===== src/rtl/sparse_token_if.sv =====
// Controller-facing bundle for the neuron-core sequencer: scheduler, CSRAM, neuron block and router.
// The master side is the controller. The slave side is the surrounding core.
interface sparse_token_if #(
    parameter int NUM_AXONS   = 256,
    parameter int NUM_NEURONS = 256,
    parameter int NUM_WEIGHTS = 4
);
    localparam int AW = $clog2(NUM_AXONS);
    localparam int NW = $clog2(NUM_NEURONS);
    localparam int IW = $clog2(NUM_WEIGHTS);

    logic                 tick_i;
    logic                 core_active_i;
    logic [NW:0]          cfg_num_neurons_i;
    logic [NUM_AXONS-1:0] axon_spikes_i;
    logic [NUM_AXONS-1:0] synapses_i;
    logic                 tc_modify_model_i;
    logic [AW-1:0]        tc_addr_i;
    logic [IW-1:0]        tc_data_i;
    logic                 spike_in_i;
    logic                 spike_ready_i;

    logic                 scheduler_set_o;
    logic                 scheduler_clr_o;
    logic [NW-1:0]        csram_addr_o;
    logic                 csram_write_o;
    logic [IW-1:0]        neuron_instruction_o;
    logic                 neuron_reg_en_o;
    logic                 next_neuron_o;
    logic                 write_current_potential_o;
    logic                 spike_valid_o;
    logic                 done_o;
    logic                 error_o;

    modport master (
        input  tick_i, core_active_i, cfg_num_neurons_i, axon_spikes_i, synapses_i,
               tc_modify_model_i, tc_addr_i, tc_data_i, spike_in_i, spike_ready_i,
        output scheduler_set_o, scheduler_clr_o, csram_addr_o, csram_write_o,
               neuron_instruction_o, neuron_reg_en_o, next_neuron_o,
               write_current_potential_o, spike_valid_o, done_o, error_o
    );

    modport slave (
        output tick_i, core_active_i, cfg_num_neurons_i, axon_spikes_i, synapses_i,
               tc_modify_model_i, tc_addr_i, tc_data_i, spike_in_i, spike_ready_i,
        input  scheduler_set_o, scheduler_clr_o, csram_addr_o, csram_write_o,
               neuron_instruction_o, neuron_reg_en_o, next_neuron_o,
               write_current_potential_o, spike_valid_o, done_o, error_o
    );
endinterface


===== src/rtl/sparse_token_controller.sv =====
// Per-tick neuron sequencer: integrates only axons that have both a spike and a synapse. It uses an LSB scan, costing max(1, popcount) integrate cycles per neuron.
// spike_valid is held until spike_ready, and the neuron's potential write-back waits for that handshake.
module sparse_token_controller #(
    parameter int NUM_AXONS   = 256,
    parameter int NUM_NEURONS = 256,
    parameter int NUM_WEIGHTS = 4
) (
    input  logic                 clk,
    input  logic                 rst,
    sparse_token_if.master       bus
);
    localparam int AW = $clog2(NUM_AXONS);
    localparam int NW = $clog2(NUM_NEURONS);
    localparam int IW = $clog2(NUM_WEIGHTS);
    localparam logic [NW:0] NN_MAX = (NW+1)'(NUM_NEURONS);

    typedef enum logic [2:0] {
        S_IDLE, S_SET, S_LOAD, S_INIT, S_INTEG, S_WRITE, S_NEXT, S_CLR
    } state_t;

    state_t               state_q, state_d;
    logic [NW-1:0]        addr_q, addr_d;
    logic [NW:0]          n_q, n_d;
    logic [NUM_AXONS-1:0] pend_q, pend_d;
    logic                 sv_q, sv_d;
    logic                 wb_q, wb_d;
    logic                 err_q, err_d;

    logic [IW-1:0]        tbl_q [NUM_AXONS];

    logic [NUM_AXONS-1:0] pend_init;
    logic                 sched_set, sched_clr, cs_write, reg_en, nxt_neuron, wcp, done;
    logic [IW-1:0]        instr;

    function automatic logic [AW-1:0] lsb_idx(input logic [NUM_AXONS-1:0] v);
        lsb_idx = '0;
        for (int i = NUM_AXONS - 1; i >= 0; i--) begin
            if (v[i]) lsb_idx = AW'(i);
        end
    endfunction

    // The table deliberately has no reset, so the axon-type model survives a core reset.
    always_ff @(posedge clk) begin
        if (bus.tc_modify_model_i) tbl_q[bus.tc_addr_i] <= bus.tc_data_i;
    end

    assign pend_init = bus.axon_spikes_i & bus.synapses_i;

    always_comb begin
        state_d    = state_q;
        addr_d     = addr_q;
        n_d        = n_q;
        pend_d     = pend_q;
        sv_d       = sv_q;
        wb_d       = wb_q;
        err_d      = err_q | (bus.tick_i && (state_q != S_IDLE));
        sched_set  = 1'b0;
        sched_clr  = 1'b0;
        cs_write   = 1'b0;
        reg_en     = 1'b0;
        nxt_neuron = 1'b0;
        wcp        = 1'b0;
        done       = 1'b0;
        instr      = '0;
        case (state_q)
            S_IDLE: begin
                pend_d = '0;
                sv_d   = 1'b0;
                wb_d   = 1'b0;
                if (bus.tick_i) begin
                    addr_d  = '0;
                    n_d     = (bus.cfg_num_neurons_i == '0 || bus.cfg_num_neurons_i > NN_MAX)
                              ? NN_MAX : bus.cfg_num_neurons_i;
                    state_d = S_SET;
                end
            end
            S_SET: begin
                sched_set = 1'b1;
                state_d   = S_LOAD;
            end
            S_LOAD: state_d = S_INIT;
            S_INIT: begin
                nxt_neuron = 1'b1;
                reg_en     = 1'b1;
                if (pend_init == '0) wcp = 1'b1;
                else instr = tbl_q[lsb_idx(pend_init)];
                // v & (v-1) drops the lowest set bit.
                pend_d  = pend_init & (pend_init - 1'b1);
                state_d = S_INTEG;
            end
            S_INTEG: begin
                if (pend_q != '0) begin
                    reg_en = 1'b1;
                    instr  = tbl_q[lsb_idx(pend_q)];
                    pend_d = pend_q & (pend_q - 1'b1);
                end else begin
                    state_d = S_WRITE;
                end
            end
            S_WRITE: begin
                // Sub-phases: decide fire, hold valid until accepted, then one write-back cycle.
                if (sv_q) begin
                    if (bus.spike_ready_i) begin
                        sv_d = 1'b0;
                        wb_d = 1'b1;
                    end
                end else if (wb_q) begin
                    cs_write = 1'b1;
                    wb_d     = 1'b0;
                    state_d  = S_NEXT;
                end else if (bus.spike_in_i && bus.core_active_i) begin
                    sv_d = 1'b1;
                end else begin
                    cs_write = 1'b1;
                    state_d  = S_NEXT;
                end
            end
            S_NEXT: begin
                if ({1'b0, addr_q} == n_q - 1'b1) begin
                    state_d = S_CLR;
                end else begin
                    addr_d  = addr_q + 1'b1;
                    state_d = S_LOAD;
                end
            end
            S_CLR: begin
                sched_clr = 1'b1;
                done      = 1'b1;
                state_d   = S_IDLE;
            end
            default: state_d = S_IDLE;
        endcase
    end

    always_ff @(posedge clk) begin
        if (!rst) begin
            state_q <= S_IDLE;
            addr_q  <= '0;
            n_q     <= '0;
            pend_q  <= '0;
            sv_q    <= 1'b0;
            wb_q    <= 1'b0;
            err_q   <= 1'b0;
        end else begin
            state_q <= state_d;
            addr_q  <= addr_d;
            n_q     <= n_d;
            pend_q  <= pend_d;
            sv_q    <= sv_d;
            wb_q    <= wb_d;
            err_q   <= err_d;
        end
    end

    assign bus.scheduler_set_o           = sched_set;
    assign bus.scheduler_clr_o           = sched_clr;
    assign bus.csram_addr_o              = addr_q;
    assign bus.csram_write_o             = cs_write;
    assign bus.neuron_instruction_o      = instr;
    assign bus.neuron_reg_en_o           = reg_en;
    assign bus.next_neuron_o             = nxt_neuron;
    assign bus.write_current_potential_o = wcp;
    assign bus.spike_valid_o             = sv_q;
    assign bus.done_o                    = done;
    assign bus.error_o                   = err_q;
endmodule

===== src/flat_wrapper.sv =====
// flat-port wrapper written by rule: the top's interface ports become plain ports
module sparse_token_controller_flat 
#(
    parameter int NUM_AXONS   = 256,
    parameter int NUM_NEURONS = 256,
    parameter int NUM_WEIGHTS = 4
)
  (clk, rst, bus_tick_i, bus_core_active_i, bus_cfg_num_neurons_i, bus_axon_spikes_i, bus_synapses_i, bus_tc_modify_model_i, bus_tc_addr_i, bus_tc_data_i, bus_spike_in_i, bus_spike_ready_i, bus_scheduler_set_o, bus_scheduler_clr_o, bus_csram_addr_o, bus_csram_write_o, bus_neuron_instruction_o, bus_neuron_reg_en_o, bus_next_neuron_o, bus_write_current_potential_o, bus_spike_valid_o, bus_done_o, bus_error_o);
  sparse_token_if #(.NUM_AXONS(NUM_AXONS), .NUM_NEURONS(NUM_NEURONS), .NUM_WEIGHTS(NUM_WEIGHTS)) bus_i ();
  input  logic clk;
  input  logic rst;
  input wire logic [$bits(bus_i.tick_i)-1:0] bus_tick_i;
  input wire logic [$bits(bus_i.core_active_i)-1:0] bus_core_active_i;
  input wire logic [$bits(bus_i.cfg_num_neurons_i)-1:0] bus_cfg_num_neurons_i;
  input wire logic [$bits(bus_i.axon_spikes_i)-1:0] bus_axon_spikes_i;
  input wire logic [$bits(bus_i.synapses_i)-1:0] bus_synapses_i;
  input wire logic [$bits(bus_i.tc_modify_model_i)-1:0] bus_tc_modify_model_i;
  input wire logic [$bits(bus_i.tc_addr_i)-1:0] bus_tc_addr_i;
  input wire logic [$bits(bus_i.tc_data_i)-1:0] bus_tc_data_i;
  input wire logic [$bits(bus_i.spike_in_i)-1:0] bus_spike_in_i;
  input wire logic [$bits(bus_i.spike_ready_i)-1:0] bus_spike_ready_i;
  output wire logic [$bits(bus_i.scheduler_set_o)-1:0] bus_scheduler_set_o;
  output wire logic [$bits(bus_i.scheduler_clr_o)-1:0] bus_scheduler_clr_o;
  output wire logic [$bits(bus_i.csram_addr_o)-1:0] bus_csram_addr_o;
  output wire logic [$bits(bus_i.csram_write_o)-1:0] bus_csram_write_o;
  output wire logic [$bits(bus_i.neuron_instruction_o)-1:0] bus_neuron_instruction_o;
  output wire logic [$bits(bus_i.neuron_reg_en_o)-1:0] bus_neuron_reg_en_o;
  output wire logic [$bits(bus_i.next_neuron_o)-1:0] bus_next_neuron_o;
  output wire logic [$bits(bus_i.write_current_potential_o)-1:0] bus_write_current_potential_o;
  output wire logic [$bits(bus_i.spike_valid_o)-1:0] bus_spike_valid_o;
  output wire logic [$bits(bus_i.done_o)-1:0] bus_done_o;
  output wire logic [$bits(bus_i.error_o)-1:0] bus_error_o;
  assign bus_i.tick_i = bus_tick_i;
  assign bus_i.core_active_i = bus_core_active_i;
  assign bus_i.cfg_num_neurons_i = bus_cfg_num_neurons_i;
  assign bus_i.axon_spikes_i = bus_axon_spikes_i;
  assign bus_i.synapses_i = bus_synapses_i;
  assign bus_i.tc_modify_model_i = bus_tc_modify_model_i;
  assign bus_i.tc_addr_i = bus_tc_addr_i;
  assign bus_i.tc_data_i = bus_tc_data_i;
  assign bus_i.spike_in_i = bus_spike_in_i;
  assign bus_i.spike_ready_i = bus_spike_ready_i;
  assign bus_scheduler_set_o = bus_i.scheduler_set_o;
  assign bus_scheduler_clr_o = bus_i.scheduler_clr_o;
  assign bus_csram_addr_o = bus_i.csram_addr_o;
  assign bus_csram_write_o = bus_i.csram_write_o;
  assign bus_neuron_instruction_o = bus_i.neuron_instruction_o;
  assign bus_neuron_reg_en_o = bus_i.neuron_reg_en_o;
  assign bus_next_neuron_o = bus_i.next_neuron_o;
  assign bus_write_current_potential_o = bus_i.write_current_potential_o;
  assign bus_spike_valid_o = bus_i.spike_valid_o;
  assign bus_done_o = bus_i.done_o;
  assign bus_error_o = bus_i.error_o;
  sparse_token_controller #(.NUM_AXONS(NUM_AXONS), .NUM_NEURONS(NUM_NEURONS), .NUM_WEIGHTS(NUM_WEIGHTS)) u_core (.clk(clk), .rst(rst), .bus(bus_i));
endmodule

===== config.mk =====
export PLATFORM = sky130hd
export DESIGN_NAME = sparse_token_controller_flat
export DESIGN_NICKNAME = d
export VERILOG_FILES = /design/src/rtl/sparse_token_if.sv /design/src/rtl/sparse_token_controller.sv /design/src/flat_wrapper.sv
export SDC_FILE = /design/constraint.sdc
export NUM_CORES = 2
export LEC_CHECK = 0
export CORE_MARGIN = 4
export CORE_UTILIZATION = 60
export CTS_BUF_LIST = sky130_fd_sc_hd__clkbuf_4
export DETAILED_ROUTE_END_ITERATION = 8
export HOLD_SLACK_MARGIN = 0.15
export PLACE_DENSITY = 0.9
export SYNTH_ARGS = -nofsm -noshare
export SYNTH_HDL_FRONTEND = slang
export SYNTH_SLANG_ARGS = --single-unit

===== constraint.sdc =====
create_clock -name clk -period 5.73 [get_ports clk]
set_clock_uncertainty 0.2 [all_clocks]
set_input_delay 0.573 -clock clk [delete_from_list [all_inputs] [get_ports clk]]
set_output_delay 0.573 -clock clk [all_outputs]
set_load 0.02 [all_outputs]

==> results.md, run 1 <==
* Synth Area in XOR/XNOR at 0.00218
* Die W at 303 um
* Synth Instances at 6196
* Hpwl dp at roughly 210000 um
* Largest family of logic cells by synthesized area: simple AND/OR/NAND/NOR gates
* Flops & latches, synth at 790
* CTS max path bufs at 3
* H-tree depth at 4
* First Error: [ERROR GRT-0116] Global routing finished with congestion. Check the congestion regions in the DRC Viewer.
* GR Overflow Total at 4174
* Syn Std Cell Area at 52200 um2
* EDFF count, synth at slightly above 500
* Stop stage: global routing
* Synth Area in Adders at 0.00192
* Clock root cell: clkbuf_4
* Largest net degree at the start of global routing at roughly 150
* Ys Warns at 0
* Worst slack, placed at -1.84 ns
* Synthesized Nets at slightly below 7000
* Syn avg cell area at 8.42 um2
* Initial Util at 0.609
* Complex-gate fraction of the synthesized area at 0.229
* Gr usage total at 0.916
* Num CTS Buffers at just over 200
* Via count of the first global-routing pass at 93500
* CTS Sinks at 790
* I/O pin count at 557
* GPL Wtd Cong at around 1.3
* Mux contribution to synthesized area at 0.0659
* Register area share after synthesis at 0.401
* Status: stopped before the end
* First-pass GRT wire length at 639000 um
* I/O Buffers at roughly 560
* Distinct cells, synth at 94
* Async set-reset flop share out of synthesis at 0
* Cell Count Post-Placement at about 9000
* Post-Synth Simple-Gate Area at 0.267
* Ys flop type: edfxtp_1
* Cell row count at 107
* Die Ht at around 300 um
## stage by stage
step / area, um2 / TNS, ns
after floorplan: 52200 / 0
after detailed placement: 70100 / -3.59
after CTS: 76000 / -2.02
after global placement: 70100 / -5.26
## cells by family after synthesis
kind of cell | after synthesis
AND/OR/NAND/NOR | 2881
adder cells (fa/ha/maj) | 8
buffers and inverters | 412
multiplexers | 321
flip-flops | 790
AO/OA/AOI/OAI | 1771
XOR/XNOR | 13
## synth_stat cells (all sizes together) (50+ instances only)
library cell,n,share of area
clkbuf,242,0.017
a21oi,356,0.034
a211oi,113,0.016
and2,118,0.014
a21boi,165,0.024
o211ai,56,0.0081
nand2,863,0.062
edfxtp,512,0.29
a31oi,70,0.0084
a22oi,131,0.019
nor2,667,0.048
mux2i,269,0.052
or4,50,0.0073
nor3,173,0.017
dfxtp,278,0.11
nand4,158,0.019
buf,89,0.0090
o22ai,56,0.0067
nor2b,139,0.017
or3,53,0.0064
o21ai,356,0.034
nand3,340,0.033
inv,80,0.0058
nor4,151,0.020
## what timing repair did
action                                  in CTS
hold buffers                               248
gates cloned                                 1
setup buffers                               17
hold endpoints to repair                   447
gates resized for setup                    126
endpoints found under the setup margin       3
pin swaps                                   32
## layer usage
metal  GRT overflow  track usage
met2           2591         1.06
met1            257        0.853
met5             36        0.715
met3            292        0.821
met4            998        0.955
==> run 2, diff against run 1 <==
--- a/config.mk
+++ b/config.mk
@@ -6,11 +6,9 @@
 export NUM_CORES = 2
 export LEC_CHECK = 0
 export CORE_MARGIN = 4
-export CORE_UTILIZATION = 60
-export CTS_BUF_LIST = sky130_fd_sc_hd__clkbuf_4
+export CORE_UTILIZATION = 40
 export DETAILED_ROUTE_END_ITERATION = 8
-export HOLD_SLACK_MARGIN = 0.15
-export PLACE_DENSITY = 0.9
+export PLACE_DENSITY_LB_ADDON = 0.15
 export SYNTH_ARGS = -nofsm -noshare
 export SYNTH_HDL_FRONTEND = slang
 export SYNTH_SLANG_ARGS = --single-unit
==> run 2 against run 1 <==
Effect of this change: the flow now finishes, with violations (setup timing); synthesized cell count is the same; area after synthesis is the same.
==> results.md, run 2 <==
* Status: complete, but fails checks
* Failing checks: setup timing
* First-pass DRT Iterations at 6
* Synth Instances at 6196
* Worst path max stage delay at between 0.6 and 0.7 ns
* RSZ-0062 raised after global routing: true
* Largest net degree at the start of global routing at 181
* CP arrival at 5.63 ns
* First-pass GRT wire length at 417000 um
* Initial detailed-routing violation count at 8103
* I/O Buffers at 556
* Clock root cell: clkbuf_16
* Vias per inst at 6.24
* Via count of the first global-routing pass at 61300
* Cell row count at 132
* Routed Antenna Nets at 0
* WL final at 296000 um
* Final Max Slew Viols at 0
* CP required at roughly 5.0 ns
* Synthesized Nets at 6742
* Hpwl dp at 233000 um
* Syn Std Cell Area at between 50000 and 60000 um2
* Ys Warns at 0
* Initial Util at 0.403
* GR Overflow Total at 0
* # hold bufs at CTS at 0
* Clock transition at the registers of the reported paths at 0.06 ns
* Worst slack, placed at -1.48 ns
* I/O pin count at 557
* Top cell by count, worst path: buf_4
* Hold Crit Class: in -> reg
* Most frequent cell after synthesis: nand2_1
* Final worst path period need at approximately 6.4 ns
* Initial antenna violation count at 35
* Crit-path max FO at 9
* Layout area overhead at 47.6%
* # Max-Cap Violations at 0
* CP Launch Type: input port
* Die Ht at 369 um
* Num CTS Buffers at between 90 and 100
* Peak Freq at 0.156 GHz
* Commonest cells post-synth: nand2_1, nor2_1, edfxtp_1
* Synth top area share at 0.295
* Pleak at roughly 30 nW
* Syn avg cell area at 8.42 um2
* Synth area leaders: edfxtp_1, dfxtp_1, nand2_1
* Most frequent cells in the layout: buf_4, nand2_1, nor2_1, clkdlybuf4s50_1, edfxtp_1
* Yosys top cell by area: edfxtp_1
* Top flop regs: u_core.tbl_q (512), u_core.pend_q (255), u_core.n_q (9)
* Sequence of cells on the critical path: clkdlybuf4s50_1, buf_4, a22oi_1, buf_4, nand2_1, buf_4, nor2_1, o2111ai_4, a2111o_2, a21oi_4, buf_12, buf_4, mux4_2, a21oi_1, nand3_1, a41o_1, a211o_1, or4_4, buf_6
* Via count at 63500
* Nets at ~9000
* CTS tree: built
* Final cycle utilization of the critical path at 1.12
* CTS max path bufs at 3
* Layout cells sized above 1 at 0.262
* Pwr dens at approximately 540 nW/um2
* Worst Setup Path Type: in -> out
* EDFF count, synth at roughly 510
* Flops & latches, synth at a little under 800
* Async set-reset flop share out of synthesis at 0
* Register area share after synthesis at 0.401
* Distinct cells, synth at 94
* CP max stage cell: a2111o_2
* Die W at about 370 um
* Max transition margin at 0.0668
* CP endpoint kind: primary output
* Max reg flops at 512
* GPL Wtd Cong at about 1.1
* Worst Slack Setup Final at -0.677 ns
* Worst skew pair latency at 0.73 ns
* Slew @ Worst Pin at 1.39 ns
* Ys flop type: edfxtp_1
* Gr usage total at 0.414
* Final hold viol count at 0
* CTS Sinks at 790
* Fin Setup TNS at -1.30 ns
* Maximum vdd drop at 0.000664 V
* Commonest non-fill, non-tap cell in the layout: buf_4
* Largest reg by FF count: u_core.tbl_q
* Die area at 136000 um2
* H-tree depth at 3
* DRC errors left at 0
* Drt wl/cell at 29.1 um
* Setup violations, final at 2
* Core ar. at 129000 um2
==> run 2: cell counts after synthesis <==
No cell type changed its count.
==> run 2: per-stage QoR <==
stage	cell area (um2)	util	hold slack, ns	cells	total power [W]
after floorplan	52200	-	0.273	6196	0.0183
after global placement	72500	0.560	0.312	9940	0.0320
after detailed placement	72500	0.560	0.320	9940	0.0320
after CTS	76600	0.592	0.0518	10100	0.0401
after global routing	77000	0.594	0.0794	10200	0.0423
final	77000	0.594	0.0790	10200	0.0412
==> run 2: cell families after synthesis <==
group,share of synthesized area
AO/OA/AOI/OAI,0.229
multiplexers,0.0659
buffers and inverters,0.0322
flip-flops,0.401
XOR/XNOR,0.00218
adder cells (fa/ha/maj),0.00192
AND/OR/NAND/NOR,0.267
==> run 2: worst max-delay path: cells and delay by family <==
family,cells,cell delay [ns]
AO/OA/AOI/OAI,7,2.03
buffers and inverters,7,1.46
AND/OR/NAND/NOR,4,1.03
multiplexers,1,0.50
==> run 2: final timing paths <==
path	from	end	slack, ns	cells past startpoint
setup / recovery	bus_axon_spikes_i[43]	bus_neuron_instruction_o[0]	-0.68	19
hold reg to reg	u_core.n_q[1]	u_core.n_q[1]	0.33	2
setup reg to reg	u_core.pend_q[16]	u_core.pend_q[255]	0.17	19
hold / removal	bus_tc_data_i[0]	u_core.tbl_q[215][0]	0.08	1
==> run 2: report_power, final <==
| part | switching (W) | internal (W) | total, W |
|---|---|---|---|
| Sequential | 0.0000863 | 0.00615 | 0.00623 |
| Combinational | 0.0173 | 0.0116 | 0.0289 |
| Clock | 0.00267 | 0.00343 | 0.00610 |
==> run 2: routing by layer <==
| metal | up-vias | part of all wire | GRT usage | routed length (um) |
|---|---|---|---|---|
| li1 | 28000 | - | - | - |
| met1 | 30600 | 0.38 | 0.519 | 114000 |
| met2 | 3899 | 0.44 | 0.646 | 130000 |
| met3 | 916 | 0.099 | 0.0880 | 29500 |
| met4 | 12 | 0.078 | 0.274 | 23100 |
| met5 | - | 0.00025 | 0 | 74 |
==> run 2: area by class of cell <==
| class | count | area, um2 |
|---|---|---|
| Fill cell | 11800 | 52500 |
| Multi-Input combinational cell | 4994 | 30400 |
| Sequential cell | 790 | 20900 |
| Timing Repair Buffer | 2377 | 20100 |
| Clock buffer | 109 | 2400 |
| Tap cell | 1742 | 2180 |
| Clock inverter | 61 | 682 |
| Inverter | 81 | 307 |
| Antenna cell | 20 | 50.0 |
==> run 2: what timing repair did <==
| item | CTS | global route |
|---|---|---|
| pin swaps | 55 | 17 |
| gates resized for setup | 154 | 48 |
| setup buffers | 34 | 6 |
| endpoints found under the setup margin | 2 | 3 |
| cloned | 4 | 1 |
No activity file was read; power rests on OpenSTA's default activity.
